`config.mk`:
```
export PLATFORM = sky130hd
export DESIGN_NAME = el_link_fifo
export DESIGN_NICKNAME = d
export VERILOG_FILES = /design/src/rtl/el_link_fifo.sv
export SDC_FILE = /design/constraint.sdc
export NUM_CORES = 1
export LEC_CHECK = 0
export ABC_AREA = 1
export CAP_MARGIN = 10
export CORE_ASPECT_RATIO = 0.6
export CORE_MARGIN = 8
export CORE_UTILIZATION = 55
export CTS_BUF_LIST = sky130_fd_sc_hd__clkbuf_4 sky130_fd_sc_hd__clkbuf_8 sky130_fd_sc_hd__clkbuf_16
export DETAILED_ROUTE_END_ITERATION = 10
export PLACE_DENSITY_LB_ADDON = 0.3
export SYNTH_ARGS = -nofsm -noshare
export SYNTH_HDL_FRONTEND = slang
export SYNTH_SLANG_ARGS = --single-unit
```
`constraint.sdc`:
```
create_clock -name clk -period 2.1 [get_ports clk]
set_input_delay 0.42 -clock clk [delete_from_list [all_inputs] [get_ports clk]]
set_output_delay 0.42 -clock clk [all_outputs]
set_load 0.02 [all_outputs]
```
`src/rtl/el_link_fifo.sv`:
```
// el_link_fifo: clocked FIFO between two four-phase return-to-zero 1-of-N links.
// Input and output handshakes run as independent FSMs around a circular buffer.
module el_link_fifo #(
  parameter int LINK_WIDTH = 2,
  parameter int RAIL_NUM   = 2,
  parameter int DEPTH      = 4
) (
  input  logic                           clk,
  input  logic                           rst,
  input  logic [LINK_WIDTH*RAIL_NUM-1:0] in,
  output logic                           ack_o,
  output logic [LINK_WIDTH*RAIL_NUM-1:0] out,
  input  logic                           ack_i,
  output logic [$clog2(DEPTH+1)-1:0]     count,
  output logic                           code_err
);
  localparam int W  = LINK_WIDTH * RAIL_NUM;
  localparam int AW = $clog2(DEPTH);
  localparam int CW = $clog2(DEPTH + 1);
  localparam logic [CW-1:0] FULL_COUNT = CW'(DEPTH);

  typedef enum logic {IN_WAIT = 1'b0, IN_ACK = 1'b1} in_state_t;
  typedef enum logic [1:0] {OUT_NULL = 2'b00, OUT_DATA = 2'b01, OUT_RTZ = 2'b10} out_state_t;

  function automatic logic digit_null(input logic [RAIL_NUM-1:0] d);
    return (d == {RAIL_NUM{1'b0}});
  endfunction

  function automatic logic digit_valid(input logic [RAIL_NUM-1:0] d);
    return $onehot(d);
  endfunction

  logic [W-1:0]  mem_r [DEPTH];
  logic [AW-1:0] wptr_r, rptr_r;
  logic [CW-1:0] count_r;
  logic [W-1:0]  out_r;
  logic          ack_o_r, code_err_r;
  in_state_t     in_state_r, in_state_next_s;
  out_state_t    out_state_r, out_state_next_s;
  logic          word_valid_s, word_null_s, any_invalid_s;
  logic          write_s, pop_s, load_s;

  // Per-digit completion and code-error classification of the input link
  always_comb begin
    word_valid_s  = 1'b1;
    word_null_s   = 1'b1;
    any_invalid_s = 1'b0;
    for (int d = 0; d < LINK_WIDTH; d++) begin
      word_valid_s  = word_valid_s & digit_valid(in[RAIL_NUM*d +: RAIL_NUM]);
      word_null_s   = word_null_s & digit_null(in[RAIL_NUM*d +: RAIL_NUM]);
      any_invalid_s = any_invalid_s | (~digit_valid(in[RAIL_NUM*d +: RAIL_NUM]) &
                                       ~digit_null(in[RAIL_NUM*d +: RAIL_NUM]));
    end
  end

  // Input handshake next-state; fullness uses the registered count only
  always_comb begin
    in_state_next_s = in_state_r;
    write_s         = 1'b0;
    case (in_state_r)
      IN_WAIT: begin
        if (word_valid_s && (count_r < FULL_COUNT)) begin
          write_s         = 1'b1;
          in_state_next_s = IN_ACK;
        end else begin
          in_state_next_s = IN_WAIT;
        end
      end
      IN_ACK: begin
        if (word_null_s) begin
          in_state_next_s = IN_WAIT;
        end else begin
          in_state_next_s = IN_ACK;
        end
      end
      default: in_state_next_s = IN_WAIT;
    endcase
  end

  // Output handshake next-state; the pop happens on the data-to-RTZ transition
  always_comb begin
    out_state_next_s = out_state_r;
    load_s           = 1'b0;
    pop_s            = 1'b0;
    case (out_state_r)
      OUT_NULL: begin
        if ((count_r != {CW{1'b0}}) && !ack_i) begin
          load_s           = 1'b1;
          out_state_next_s = OUT_DATA;
        end else begin
          out_state_next_s = OUT_NULL;
        end
      end
      OUT_DATA: begin
        if (ack_i) begin
          pop_s            = 1'b1;
          out_state_next_s = OUT_RTZ;
        end else begin
          out_state_next_s = OUT_DATA;
        end
      end
      OUT_RTZ: begin
        if (!ack_i) begin
          out_state_next_s = OUT_NULL;
        end else begin
          out_state_next_s = OUT_RTZ;
        end
      end
      default: out_state_next_s = OUT_NULL;
    endcase
  end

  // Word storage; contents need no reset since count gates every read
  always_ff @(posedge clk) begin
    if (write_s && !rst) begin
      mem_r[wptr_r] <= in;
    end
  end

  // State, pointers, occupancy and registered link outputs
  always_ff @(posedge clk) begin
    if (rst) begin
      in_state_r  <= IN_WAIT;
      out_state_r <= OUT_NULL;
      wptr_r      <= {AW{1'b0}};
      rptr_r      <= {AW{1'b0}};
      count_r     <= {CW{1'b0}};
      out_r       <= {W{1'b0}};
      ack_o_r     <= 1'b0;
      code_err_r  <= 1'b0;
    end else begin
      in_state_r  <= in_state_next_s;
      out_state_r <= out_state_next_s;
      ack_o_r     <= (in_state_next_s == IN_ACK);
      code_err_r  <= code_err_r | any_invalid_s;
      if (write_s) begin
        wptr_r <= wptr_r + AW'(1);
      end
      if (pop_s) begin
        rptr_r <= rptr_r + AW'(1);
      end
      case ({write_s, pop_s})
        2'b10:   count_r <= count_r + CW'(1);
        2'b01:   count_r <= count_r - CW'(1);
        default: count_r <= count_r;
      endcase
      if (load_s) begin
        out_r <= mem_r[rptr_r];
      end else if (pop_s) begin
        out_r <= {W{1'b0}};
      end
    end
  end

  assign ack_o    = ack_o_r;
  assign out      = out_r;
  assign count    = count_r;
  assign code_err = code_err_r;

endmodule

```
==> results.toml <==
[clocking]
htree_levels = 2
clock_sinks = 33
path_clk_slew_ps = 60
clockBufferDepth = 2
cts_setup_buffers = 0
cts_buffers = 5
clock_latency_ps = 280
cts_tree = "yes"
cts-root-buf = "clkbuf_8"

[timing]
period_minus_slack_ps = 2020
holdWs_ps = 485
fmax_mhz = 495
slew_viol_final = 0
worst_slew_pin_slew_ps = 369
slew_headroom_pct = 75.3
period_share_pct = 96.3
final-setup-viol-count = 0
rsz0062_at_grt = "false"
finalClockSkew_ps = 5.47
hold_viol = 0

[synthesis]
synth_area_leaders = "edfxtp_1, dfxtp_1, inv_1, ha_1, nand2_1"
netlist-cell-type-count = 20
yosys_warnings = 0
synth_top_cell_by_area = "edfxtp_1"
postSynthCellCount = 167
ys_ff_latch = 33
synth.avg_cell_area_um2 = 9.04
synth-seq-area-share_pct = 54.4
yosysTopAreaCellShare_pct = 31.8
synth_fp_nets = 184
synth_area_mm2 = 0.00151

[critical_path]
required_ps = 2270
reg2reg_depth = 10
crit_fanout = 2
worstSetupPathType = "input pin to flip-flop"
cp-end-kind = "flip-flop"
worstPathArrival_ps = 2190
start_kind = "input pin"

[drt]
detail-route-antenna-nets = 0
viasPerCell = 5.16
wl_met2_um = 1610
drt-met1-wl_um = 1490
highest_layer = "met4"
wl_met3_um = 149
via_count = 1197
route.detailed.drc = 0
first_iter_violations = 108
wirelength_um = 3260
dr.pass1.iters = 4
wl_per_cell_um = 14.1

[grt]
grt_max_degree = 11
antenna_found_initial = 0
overflow = 0
grt_pass1_wl_um = 5500
track_usage_pct = 14.2
grt_pass1_vias = 1229

[die]
die_area_mm2 = 0.00473
pin_count = 16
initial_core_util_pct = 59.0
design.core.area_mm2 = 0.00256
num_rows = 14
die_width_um = 83.6
fp.dieH_um = 56.6

[finish]
nets = 216
antenna_cells = 0
layout-drive-gt1-share_pct = 18.5
area_delta_synth_final_pct = 27.6
num-fill-cells = 159
finish.instance_area_mm2 = 0.00193

[power]
power_leakage_nw = 0.862
peakVddDrop_mv = 0.553
powerDensity_mw_per_mm2 = 800

[flow_run]
drv_cap = 0

[placed_design]
place_area_mm2 = 0.00178
gp_congestion = 0.894
portBuffers = 15
dp_hpwl_um = 2330

[worst_hold_path]
worstHoldPathType = "flip-flop to flip-flop"
hold_path_depth = 1

[outcome]
status = "complete, no violations"
[per-layer routing]
layer	track usage, %	up-vias
met5	0	-
met1	16.3	572
met4	4.65	0
met2	24.6	33
met3	4.46	3
li1	-	589
[through the flow]
| stage | total power [mW] | util (%) | cells | setup slack (ps) | TNS, ps |
|---|---|---|---|---|---|
| 2_1_floorplan | 0.898 | - | 167 | 176 | 0 |
| 3_3_place_gp | 0.997 | 69.5 | 224 | -316 | -488 |
| 3_5_place_dp | 1.01 | 69.5 | 224 | -386 | -608 |
| 4_1_cts | 1.54 | 75.1 | 232 | 17.2 | 0 |
| 5_1_grt | 1.61 | 75.3 | 232 | 2.09 | 0 |
| 6_report | 1.54 | 75.3 | 232 | 78.4 | 0 |
[critical path, stage by stage]
cell and delay, ps:
clkdlybuf4s50_1 510, inv_2 60, ha_4 220, nand3_2 100, ha_4 150, inv_2 50, fa_2 330, nand2_1 70
nand3_1 90, o21ai_1 130, a21oi_1 50
[layout by cell type (no fill, tap or decap)]
cell	Yosys	routed
inv_1	39	35
nand2_1	28	28
dfxtp_1	17	17
nand3_1	17	16
edfxtp_1	16	16
a21oi_1	14	14
clkdlybuf4s50_1	0	14
buf_4	1	12
nor2_1	7	7
clkbuf_8	0	7
inv_2	2	6
ha_1	9	6
o21ai_0	6	5
nand3_2	3	4
ha_4	0	3
nand4_1	1	1
o21a_1	1	1
o21ai_1	0	1
nand2_2	1	1
inv_4	1	1
nor2_4	1	1
nor3_1	1	1
fa_2	0	1
clkinv_2	0	1
dlymetal6s2s_1	0	1
[state kept, by name, summed over array words and instances, names as in the netlist, named ones only]
signal and flops:
code_err 1, out 4, in_state_r 1, wptr_r 2, out_state_r 2, count 3
mem_r 16, rptr_r 2
[what timing repair did]
action | 4_1_cts | 5_1_grt
setup endpoints to repair | 1 | 1
resized for setup | 6 | 6
hold buffers | 0 | 0
[kinds of logic after synthesis]
group	after synthesis	share of synthesized area, %
adders and majority gates	10	8.79
and+or+nand+nor	59	18.2
DFF	33	54.4
AOI/OAI and AO/OA	21	7.13
buffers and inverters	44	11.4
[power by group]
| group | total [mW] | switching (mW) | internal (mW) |
|---|---|---|---|
| Combinational | 0.280 | 0.161 | 0.119 |
| Clock | 0.524 | 0.228 | 0.296 |
| Sequential | 0.737 | 0.0259 | 0.711 |
[synth_stat cells]
library cell / number
inv_1: 39
nand2_1: 28
dfxtp_1: 17
nand3_1: 17
edfxtp_1: 16
a21oi_1: 14
ha_1: 9
nor2_1: 7
o21ai_0: 6
nand3_2: 3
inv_2: 2
buf_2: 1
buf_4: 1
fa_1: 1
inv_4: 1
nand2_2: 1
nand4_1: 1
nor2_4: 1
nor3_1: 1
o21a_1: 1
[worst paths after layout]
path / slack [ps] / to / start
hold / removal: 480 / count[0] / count[0]
setup / recovery: 80 / count[2] / in[3]
hold reg to reg: 480 / count[0] / count[0]
setup reg to reg: 480 / count[2] / out_state_r[1]
[area by class of cell]
class / count / area [um^2] / share of cell area [%]
sequential: 33 / 821 / 42.6
multi-input combinational: 90 / 561 / 29.1
timing repair buffer: 27 / 243 / 12.6
inverter: 42 / 160 / 8.32
clock buffer: 7 / 96.3 / 5.00
tap: 32 / 40.0 / 2.08
clock inverter: 1 / 5.00 / 0.260
(Power assumes the default switching activity.)
